`config.mk`:
```
export PLATFORM = sky130hd
export DESIGN_NAME = mc_cpu_ctrl
export DESIGN_NICKNAME = d
export VERILOG_FILES = /design/src/rtl/mc_cpu_ctrl.sv
export SDC_FILE = /design/constraint.sdc
export NUM_CORES = 1
export LEC_CHECK = 0
export BUFFER_PORTS_ARGS = -buffer_cell sky130_fd_sc_hd__clkbuf_2
export CELL_PAD_IN_SITES_DETAIL_PLACEMENT = 1
export CELL_PAD_IN_SITES_GLOBAL_PLACEMENT = 1
export CORE_MARGIN = 8
export CORE_UTILIZATION = 25
export CTS_CLUSTER_DIAMETER = 60
export CTS_CLUSTER_SIZE = 16
export DETAILED_ROUTE_END_ITERATION = 8
export GPL_TIMING_DRIVEN = 0
export HOLD_SLACK_MARGIN = 0.03
export PLACE_DENSITY_LB_ADDON = 0.2
export SLEW_MARGIN = 25
export SYNTH_ARGS = -nofsm -noshare
export SYNTH_HDL_FRONTEND = slang
export SYNTH_SLANG_ARGS = --single-unit
```
`constraint.sdc`:
```
create_clock -name clk -period 4.48 [get_ports clk]
set_clock_uncertainty 0.1 [all_clocks]
set_input_delay 0.224 -clock clk [delete_from_list [all_inputs] [get_ports clk]]
set_output_delay 0.224 -clock clk [all_outputs]
set_load 0.03 [all_outputs]
```
`src/rtl/mc_cpu_ctrl.sv`:
```
// Multi-cycle MIPS control sequencer: Moore FSM driving the shared datapath,
// with memory wait timeout, sticky fault flags and performance counters.
module mc_cpu_ctrl #(
  parameter int CNT_W   = 32,
  parameter int TIMEOUT = 15,
  parameter bit EN_ADDI = 1'b1
) (
  input  logic             clk,
  input  logic             reset,
  input  logic             run,
  input  logic [5:0]       opcode,
  input  logic             mem_ready,
  output logic             mem_req,
  output logic             mem_we,
  output logic             iord,
  output logic             ir_write,
  output logic             pc_write,
  output logic             pc_write_cond,
  output logic [1:0]       pc_src,
  output logic             alu_src_a,
  output logic [1:0]       alu_src_b,
  output logic [1:0]       alu_op,
  output logic             reg_dst,
  output logic             reg_write,
  output logic             mem_to_reg,
  output logic [3:0]       state,
  output logic             illegal,
  output logic             timeout,
  output logic [CNT_W-1:0] instr_count,
  output logic [CNT_W-1:0] cycle_count
);

  typedef enum logic [3:0] {
    S_FETCH  = 4'd0,  S_DECODE = 4'd1,  S_MEMADR = 4'd2,  S_MEMRD  = 4'd3,
    S_MEMWB  = 4'd4,  S_MEMWR  = 4'd5,  S_EXEC   = 4'd6,  S_ALUWB  = 4'd7,
    S_BRANCH = 4'd8,  S_JUMP   = 4'd9,  S_ADDIEX = 4'd10, S_ADDIWB = 4'd11,
    S_HALT   = 4'd15
  } state_t;

  localparam logic [7:0] WAIT_LAST = 8'(TIMEOUT - 1);

  state_t           state_q, state_d;
  logic [7:0]       wait_q, wait_d;
  logic             illegal_q, illegal_d;
  logic             timeout_q, timeout_d;
  logic [CNT_W-1:0] icnt_q, icnt_d;
  logic [CNT_W-1:0] ccnt_q, ccnt_d;
  logic             init_q, init_d;
  logic             retire;

  always_comb begin
    state_d       = state_q;
    wait_d        = wait_q;
    illegal_d     = illegal_q;
    timeout_d     = timeout_q;
    icnt_d        = icnt_q;
    ccnt_d        = ccnt_q;
    init_d        = 1'b0;
    retire        = 1'b0;
    mem_req       = 1'b0;
    mem_we        = 1'b0;
    iord          = 1'b0;
    ir_write      = 1'b0;
    pc_write      = 1'b0;
    pc_write_cond = 1'b0;
    pc_src        = 2'd0;
    alu_src_a     = 1'b0;
    alu_src_b     = 2'd0;
    alu_op        = 2'd0;
    reg_dst       = 1'b0;
    reg_write     = 1'b0;
    mem_to_reg    = 1'b0;

    if (run && state_q != S_HALT) ccnt_d = ccnt_q + CNT_W'(1);

    // The first cycle out of reset is a quiet cycle: no outputs, no transition.
    if (reset && !init_q) begin
      unique case (state_q)
        S_FETCH: if (run) begin
          mem_req   = 1'b1;
          alu_src_b = 2'd1;
          if (mem_ready) begin
            ir_write = 1'b1;
            pc_write = 1'b1;
            state_d  = S_DECODE;
          end
        end
        S_DECODE: begin
          alu_src_b = 2'd3;
          case (opcode)
            6'h23, 6'h2B: state_d = S_MEMADR;
            6'h00:        state_d = S_EXEC;
            6'h04:        state_d = S_BRANCH;
            6'h02:        state_d = S_JUMP;
            6'h08: begin
              if (EN_ADDI) state_d = S_ADDIEX;
              else begin
                illegal_d = 1'b1;
                state_d   = S_FETCH;
              end
            end
            default: begin
              illegal_d = 1'b1;
              state_d   = S_FETCH;
            end
          endcase
        end
        S_MEMADR: begin
          alu_src_a = 1'b1;
          alu_src_b = 2'd2;
          state_d   = (opcode == 6'h23) ? S_MEMRD : S_MEMWR;
        end
        S_MEMRD: begin
          mem_req = 1'b1;
          iord    = 1'b1;
          if (mem_ready) state_d = S_MEMWB;
        end
        S_MEMWB: begin
          reg_write  = 1'b1;
          mem_to_reg = 1'b1;
          retire     = 1'b1;
          state_d    = S_FETCH;
        end
        S_MEMWR: begin
          mem_req = 1'b1;
          mem_we  = 1'b1;
          iord    = 1'b1;
          if (mem_ready) begin
            retire  = 1'b1;
            state_d = S_FETCH;
          end
        end
        S_EXEC: begin
          alu_src_a = 1'b1;
          alu_op    = 2'd2;
          state_d   = S_ALUWB;
        end
        S_ALUWB: begin
          reg_write = 1'b1;
          reg_dst   = 1'b1;
          retire    = 1'b1;
          state_d   = S_FETCH;
        end
        S_BRANCH: begin
          alu_src_a     = 1'b1;
          alu_op        = 2'd1;
          pc_write_cond = 1'b1;
          pc_src        = 2'd1;
          retire        = 1'b1;
          state_d       = S_FETCH;
        end
        S_JUMP: begin
          pc_write = 1'b1;
          pc_src   = 2'd2;
          retire   = 1'b1;
          state_d  = S_FETCH;
        end
        S_ADDIEX: begin
          alu_src_a = 1'b1;
          alu_src_b = 2'd2;
          state_d   = S_ADDIWB;
        end
        S_ADDIWB: begin
          reg_write = 1'b1;
          retire    = 1'b1;
          state_d   = S_FETCH;
        end
        default: state_d = S_HALT;
      endcase

      // A ready in the last allowed cycle still completes the access.
      if (mem_req) begin
        if (mem_ready)                wait_d = 8'd0;
        else if (wait_q == WAIT_LAST) begin
          timeout_d = 1'b1;
          state_d   = S_HALT;
        end else                      wait_d = wait_q + 8'd1;
      end
      if (state_d != state_q) wait_d = 8'd0;
      if (retire) icnt_d = icnt_q + CNT_W'(1);
    end
  end

  always_ff @(posedge clk) begin
    if (!reset) begin
      state_q   <= S_FETCH;
      wait_q    <= 8'd0;
      illegal_q <= 1'b0;
      timeout_q <= 1'b0;
      icnt_q    <= '0;
      ccnt_q    <= '0;
      init_q    <= 1'b1;
    end else begin
      state_q   <= state_d;
      wait_q    <= wait_d;
      illegal_q <= illegal_d;
      timeout_q <= timeout_d;
      icnt_q    <= icnt_d;
      ccnt_q    <= ccnt_d;
      init_q    <= init_d;
    end
  end

  assign state       = state_q;
  assign illegal     = illegal_q;
  assign timeout     = timeout_q;
  assign instr_count = icnt_q;
  assign cycle_count = ccnt_q;

endmodule

```
==> metrics, run 1 <==
warning count from the yosys run 0; Max Clock Freq 0.3104 GHz; Synth area leader dfxtp_1; area of the multi-input gates 0.002223 mm2; Residual DRC 0; worst vdd ir 0.1604 mV; Place WS 1360 ps; worst path arrival time 3330 ps; crit start category register; post-route ant nets 0; Initial DRC Count 129; die width 142.1 um; top cell type's share of synthesized area 0.3981; clock tree from TritonCTS built; GPL Wtd Cong 0.7839; Antenna Cells 0; Post-Synthesis Cells 482; CP required 4590 ps; Cell Pwr Density 334.3 mW/mm2; CTS clk-pin slew, worst paths 60 ps; final net count 599; # Post-CTS Setup Buffers 0; final wirelength 12.50 mm; register area share after synthesis 0.3981; Sink Count 79; critical path fanouts, max 10; layout cells sized above 1 0.2139; synthesis-to-layout area growth 27.12%; vias in the first global route 3984; Mapped Nets 496; io pins 96; CTS Buf Count 9; FILL cells 1901; R2R Path End instr_count[30]; hold slack 175.6 ps; FF-to-FF path depth 8; fin crit period 3222 ps; CTS Root Buffer Type clkbuf_16; Hold Path Class in -> reg; async set-or-reset flop fraction in the synthesized netlist 0; Post-synth EDFFs 0; FF+latch count, synth 79; syn avg cell area 8.242 um2; H-tree levels 3; Post-DP HPWL 9.581 mm; Unique masters post-synth 55; Core Area 0.01571 mm2; ys flop type dfxtp_1; cts hold-fix bufs 0; cell area after synthesis 0.003973 mm2; largest net degree at the start of global routing 13; GRT Util Overall 0.1299; row count 46; Die ar. 0.02018 mm2; initial antenna violation count 0; register area 0.001582 mm2; count of final hold-check violations 0; RSZ-0062 raised after global routing no; Worst R2R Setup Slack 1260 ps; DRT Pass-1 Iters 4; Final WS setup 1258 ps; vias after detailed routing 3787; worst-case clock buffer depth 2; Setup violations, final 0; critical path class reg -> reg; Setup crit end instr_count[30]; port bufs 92; Worst-Skew Late Latency 340 ps; Congestion Overflow GR 0; first-pass GRT wire length 20.95 mm; TNS Setup 0 ps; Final Max Slew Viols 0; PostCTS Resize Cnt 0; Worst-Margin Slew 885.7 ps; relative slew slack 0.4041; status finished, final reports clean; final worst path period share 0.7191; Reg2Reg Launch Point state[3]; Leakage 2.002 nW; Max Cap Violations 0; Die H 142.1 um; initial core utilization 0.2528; Crit. Startpoint state[3]; routed vias/inst 4.704; Worst setup EP type register; DR WL/cell 15.53 um; Synth area leaders dfxtp_1, nor2_1, xor2_1
==> synthesized netlist by cell type, types with 5 or more instances <==
| library cell | number |
|---|---|
| nand2_1 | 29 |
| and3_1 | 12 |
| nand2b_1 | 5 |
| nand3_1 | 26 |
| dfxtp_1 | 79 |
| and4_1 | 5 |
| xor2_1 | 32 |
| or3_1 | 11 |
| inv_1 | 17 |
| nand4_1 | 20 |
| xnor2_1 | 26 |
| nor2_1 | 81 |
| and2_1 | 6 |
| a21oi_1 | 16 |
| o21ai_0 | 15 |
| nor4_1 | 8 |
| nor3_1 | 17 |
| clkbuf_1 | 18 |
==> placed cells by master (no fill, tap or decap), types with 5 or more instances in the layout <==
cell       netlist  final
a21oi_1         16     16
and2_1           6      6
and3_1          12     12
and4_1           5      5
clkbuf_1        18     19
clkbuf_16        0      9
clkbuf_2         0     92
dfxtp_1         79     79
inv_1           17     17
nand2_1         29     29
nand2b_1         5      5
nand3_1         26     26
nand4_1         20     20
nor2_1          81     81
nor3_1          17     17
nor4_1           8      8
o21ai_0         15     15
or3_1           11     11
xnor2_1         26     26
xor2_1          32     32
==> sequential cells by signal, indices dropped and copies added (netlist names) <==
name         count
timeout          1
state            4
cycle_count     32
wait_q           8
init_q           1
instr_count     32
illegal          1
==> through the flow <==
| stage | util | power [mW] | instances | cell area, um2 |
|---|---|---|---|---|
| after floorplan | - | 0.8068 | 482 | 3973 |
| after global placement | 0.2993 | 0.8432 | 790 | 4703 |
| after detailed placement | 0.2993 | 0.8457 | 790 | 4703 |
| after CTS | 0.3214 | 1.727 | 805 | 5050 |
| after global routing | 0.3214 | 1.760 | 805 | 5050 |
| final | 0.3214 | 1.688 | 805 | 5050 |
==> where the power goes <==
part           total, mW  internal (mW)  switching [mW]  leakage (nW)
logic              0.114         0.0350          0.0795          1.20
clock network      0.859          0.572           0.287         0.169
registers          0.715          0.708         0.00666         0.638
total               1.69           1.32           0.373          2.00
==> kinds of logic after synthesis <==
family | synth area share
mux | 0.006298
flops | 0.3981
xor+xnor | 0.1279
compound gates | 0.1052
simple gates | 0.3077
buf+inv | 0.04220
fa+ha+maj | 0.01260
==> worst min-delay path by stage <==
stage | startpoint | end | cells past startpoint
floorplan | reset | cycle_count[10] | 1
CTS | reset | cycle_count[10] | 2
detailed placement | illegal | illegal | 2
global route | reset | cycle_count[28] | 2
global placement | timeout | timeout | 2
finish | reset | cycle_count[10] | 2
==> cell type report <==
type / instances / area share
multi-input combinational: 363 / 0.4403
sequential: 79 / 0.3132
timing repair buffer: 92 / 0.09118
tap: 216 / 0.05352
clock buffer: 12 / 0.05079
buffer: 23 / 0.02057
clock inverter: 3 / 0.01784
inverter: 17 / 0.01264
==> worst max-delay path, stage by stage, from the launching register on <==
cell	delay (ps)
dfxtp_1	490
clkbuf_1	410
nor2_1	120
nor3_1	430
nand4_1	300
nor4_1	840
nand4_1	200
xor2_1	170
nor2_1	50
==> per-layer routing <==
metal / share of wire / track usage
met5: 0 / 0
met4: 0.013 / 0.04353
met3: 0.052 / 0.03891
met2: 0.49 / 0.2202
met1: 0.45 / 0.1527
Note: power is estimated with default switching activity, not from simulation.
==> run 2: changes to the inputs <==
--- a/config.mk
+++ b/config.mk
@@ -5,6 +5,7 @@
 export SDC_FILE = /design/constraint.sdc
 export NUM_CORES = 1
 export LEC_CHECK = 0
+export ABC_AREA = 1
 export BUFFER_PORTS_ARGS = -buffer_cell sky130_fd_sc_hd__clkbuf_2
 export CELL_PAD_IN_SITES_DETAIL_PLACEMENT = 1
 export CELL_PAD_IN_SITES_GLOBAL_PLACEMENT = 1
==> constraint.sdc (replaced) <==
create_clock -name clk -period 2.86 [get_ports clk]
set_clock_uncertainty 0.1 [all_clocks]
set_input_delay 0.143 -clock clk [delete_from_list [all_inputs] [get_ports clk]]
set_output_delay 0.143 -clock clk [all_outputs]
set_load 0.03 [all_outputs]
==> metrics, run 2 <==
initial core utilization 0.2525; Hold Path Class in -> reg; Post-Synthesis Cells 672; first-pass GRT wire length 25.83 mm; Residual DRC 0; worst vdd ir 0.2822 mV; RSZ-0062 raised after global routing no; DR WL/cell 15.55 um; # Post-CTS Setup Buffers 0; Worst-Skew Late Latency 340 ps; M1 WL 7.235 mm; cts hold-fix bufs 1; fin crit period 2420 ps; H-tree levels 3; worst path arrival time 2550 ps; FILL cells 2323; met3 wire len 716 um; final worst path period share 0.8462; final wirelength 15.74 mm; Synth area leader dfxtp_1; Worst setup EP type register; async set-or-reset flop fraction in the synthesized netlist 0; CTS Root Buffer Type clkbuf_16; CP required 2990 ps; Sink Count 79; Antenna Cells 0; vias in the first global route 5026; ys flop type dfxtp_1; CTS Buf Count 9; relative slew slack 0.4752; Final WS setup 439.9 ps; Mapped Nets 686; io pins 96; vias after detailed routing 4762; top cell type's share of synthesized area 0.3523; status finished, final reports clean; post-layout util 0.3125; GRT Util Overall 0.1444; Max Clock Freq 0.4132 GHz; synthesis-to-layout area growth 23.77%; Unique masters post-synth 37; post-route ant nets 0; Top Layer Used met4; Worst R2R Setup Slack 480 ps; Final Max Slew Viols 0; most common cell after layout, fill and taps aside nand2_1; synth cell count leaders nand2_1, nor2_1, inv_1, dfxtp_1, a21oi_1; routed vias/inst 4.706; critical path fanouts, max 9; commonest non-fill, non-tap cells in the layout nand2_1, clkbuf_2, nor2_1; initial antenna violation count 0; CTS clk-pin slew, worst paths 70 ps; Place WS 485.3 ps; crit start category primary input; syn avg cell area 6.681 um2; Leakage 2.333 nW; row count 49; Post-synth EDFFs 0; WL met2 7.614 mm; count of final hold-check violations 0; hold slack 133.3 ps; GPL Wtd Cong 0.8254; Setup violations, final 0; Cell Pwr Density 445.2 mW/mm2; Synth area leaders dfxtp_1, nand2_1, nor2_1; FF+latch count, synth 79; port bufs 94; Die ar. 0.02250 mm2; largest net degree at the start of global routing 14; Congestion Overflow GR 0; critical path class in -> reg; warning count from the yosys run 0; final net count 792; register area share after synthesis 0.3523; Initial DRC Count 157; Max Cap Violations 0; layout cells sized above 1 0.1928; clock tree from TritonCTS built; worst-case clock buffer depth 2; cell area after synthesis 0.004489 mm2; most frequent cell after synthesis nand2_1; Die H 150.0 um; PostCTS Resize Cnt 0; Post-DP HPWL 12.32 mm; Worst-Margin Slew 787.1 ps; TNS Setup 0 ps; DRT Pass-1 Iters 4; die width 150.0 um; Core Area 0.01778 mm2
## run 2: where the power goes
group          leakage, nW  internal, mW  switching, mW  total [mW]
sequential           0.637          1.11         0.0103        1.12
clock                0.149         0.701          0.490        1.19
combinational         1.55        0.0447          0.120       0.165
total                 2.33          1.85          0.620        2.47
## run 2: worst max-delay path, stage by stage
cell and delay (ps):
dlygate4sd3_1 550, buf_4 180, inv_2 100, nor2_8 180
inv_2 100, nor2_4 110, nand2_1 50, nand2_1 170
nand2_1 140, nor2_1 350, nand4_1 200, o21ai_0 210
a21oi_1 60
## run 2: final timing paths
path | startpoint | end | depth (start not counted)
worst min-delay path | opcode[2] | illegal | 5
worst min register to register | timeout | timeout | 2
worst max register to register | state[2] | instr_count[27] | 11
worst max-delay path | reset | instr_count[27] | 13
## run 2: metal layers
| metal | global-route usage | vias up |
|---|---|---|
| met5 | 0 | - |
| met3 | 0.03780 | 15 |
| met4 | 0.03498 | 0 |
| met1 | 0.1760 | 2246 |
| met2 | 0.2482 | 77 |
| li1 | - | 2424 |
## run 2: per-stage QoR
| step | total power [mW] | cells | cell area [um2] |
|---|---|---|---|
| floorplan | 1.252 | 672 | 4489 |
| global placement | 1.305 | 995 | 5246 |
| detailed placement | 1.310 | 995 | 5246 |
| CTS | 2.522 | 1012 | 5557 |
| global route | 2.600 | 1012 | 5557 |
| finish | 2.474 | 1012 | 5557 |
## run 2: cell families after synthesis
family / synth area share
and+or+nand+nor: 0.3860
adders and majority gates: 0.01115
DFF: 0.3523
AOI/OAI and AO/OA: 0.1243
xor gates and xnor gates: 0.03121
buffers and inverters: 0.09504
## run 2: cell type report
class / instances / area (um2) / area share
buffer: 12 / 63.81 / 0.01148
clock buffer: 11 / 242.7 / 0.04368
clock inverter: 5 / 57.56 / 0.01036
inverter: 96 / 362.8 / 0.06530
multi-input combinational: 485 / 2481 / 0.4465
sequential: 79 / 1582 / 0.2846
tap: 229 / 286.5 / 0.05156
timing repair buffer: 95 / 480.5 / 0.08647
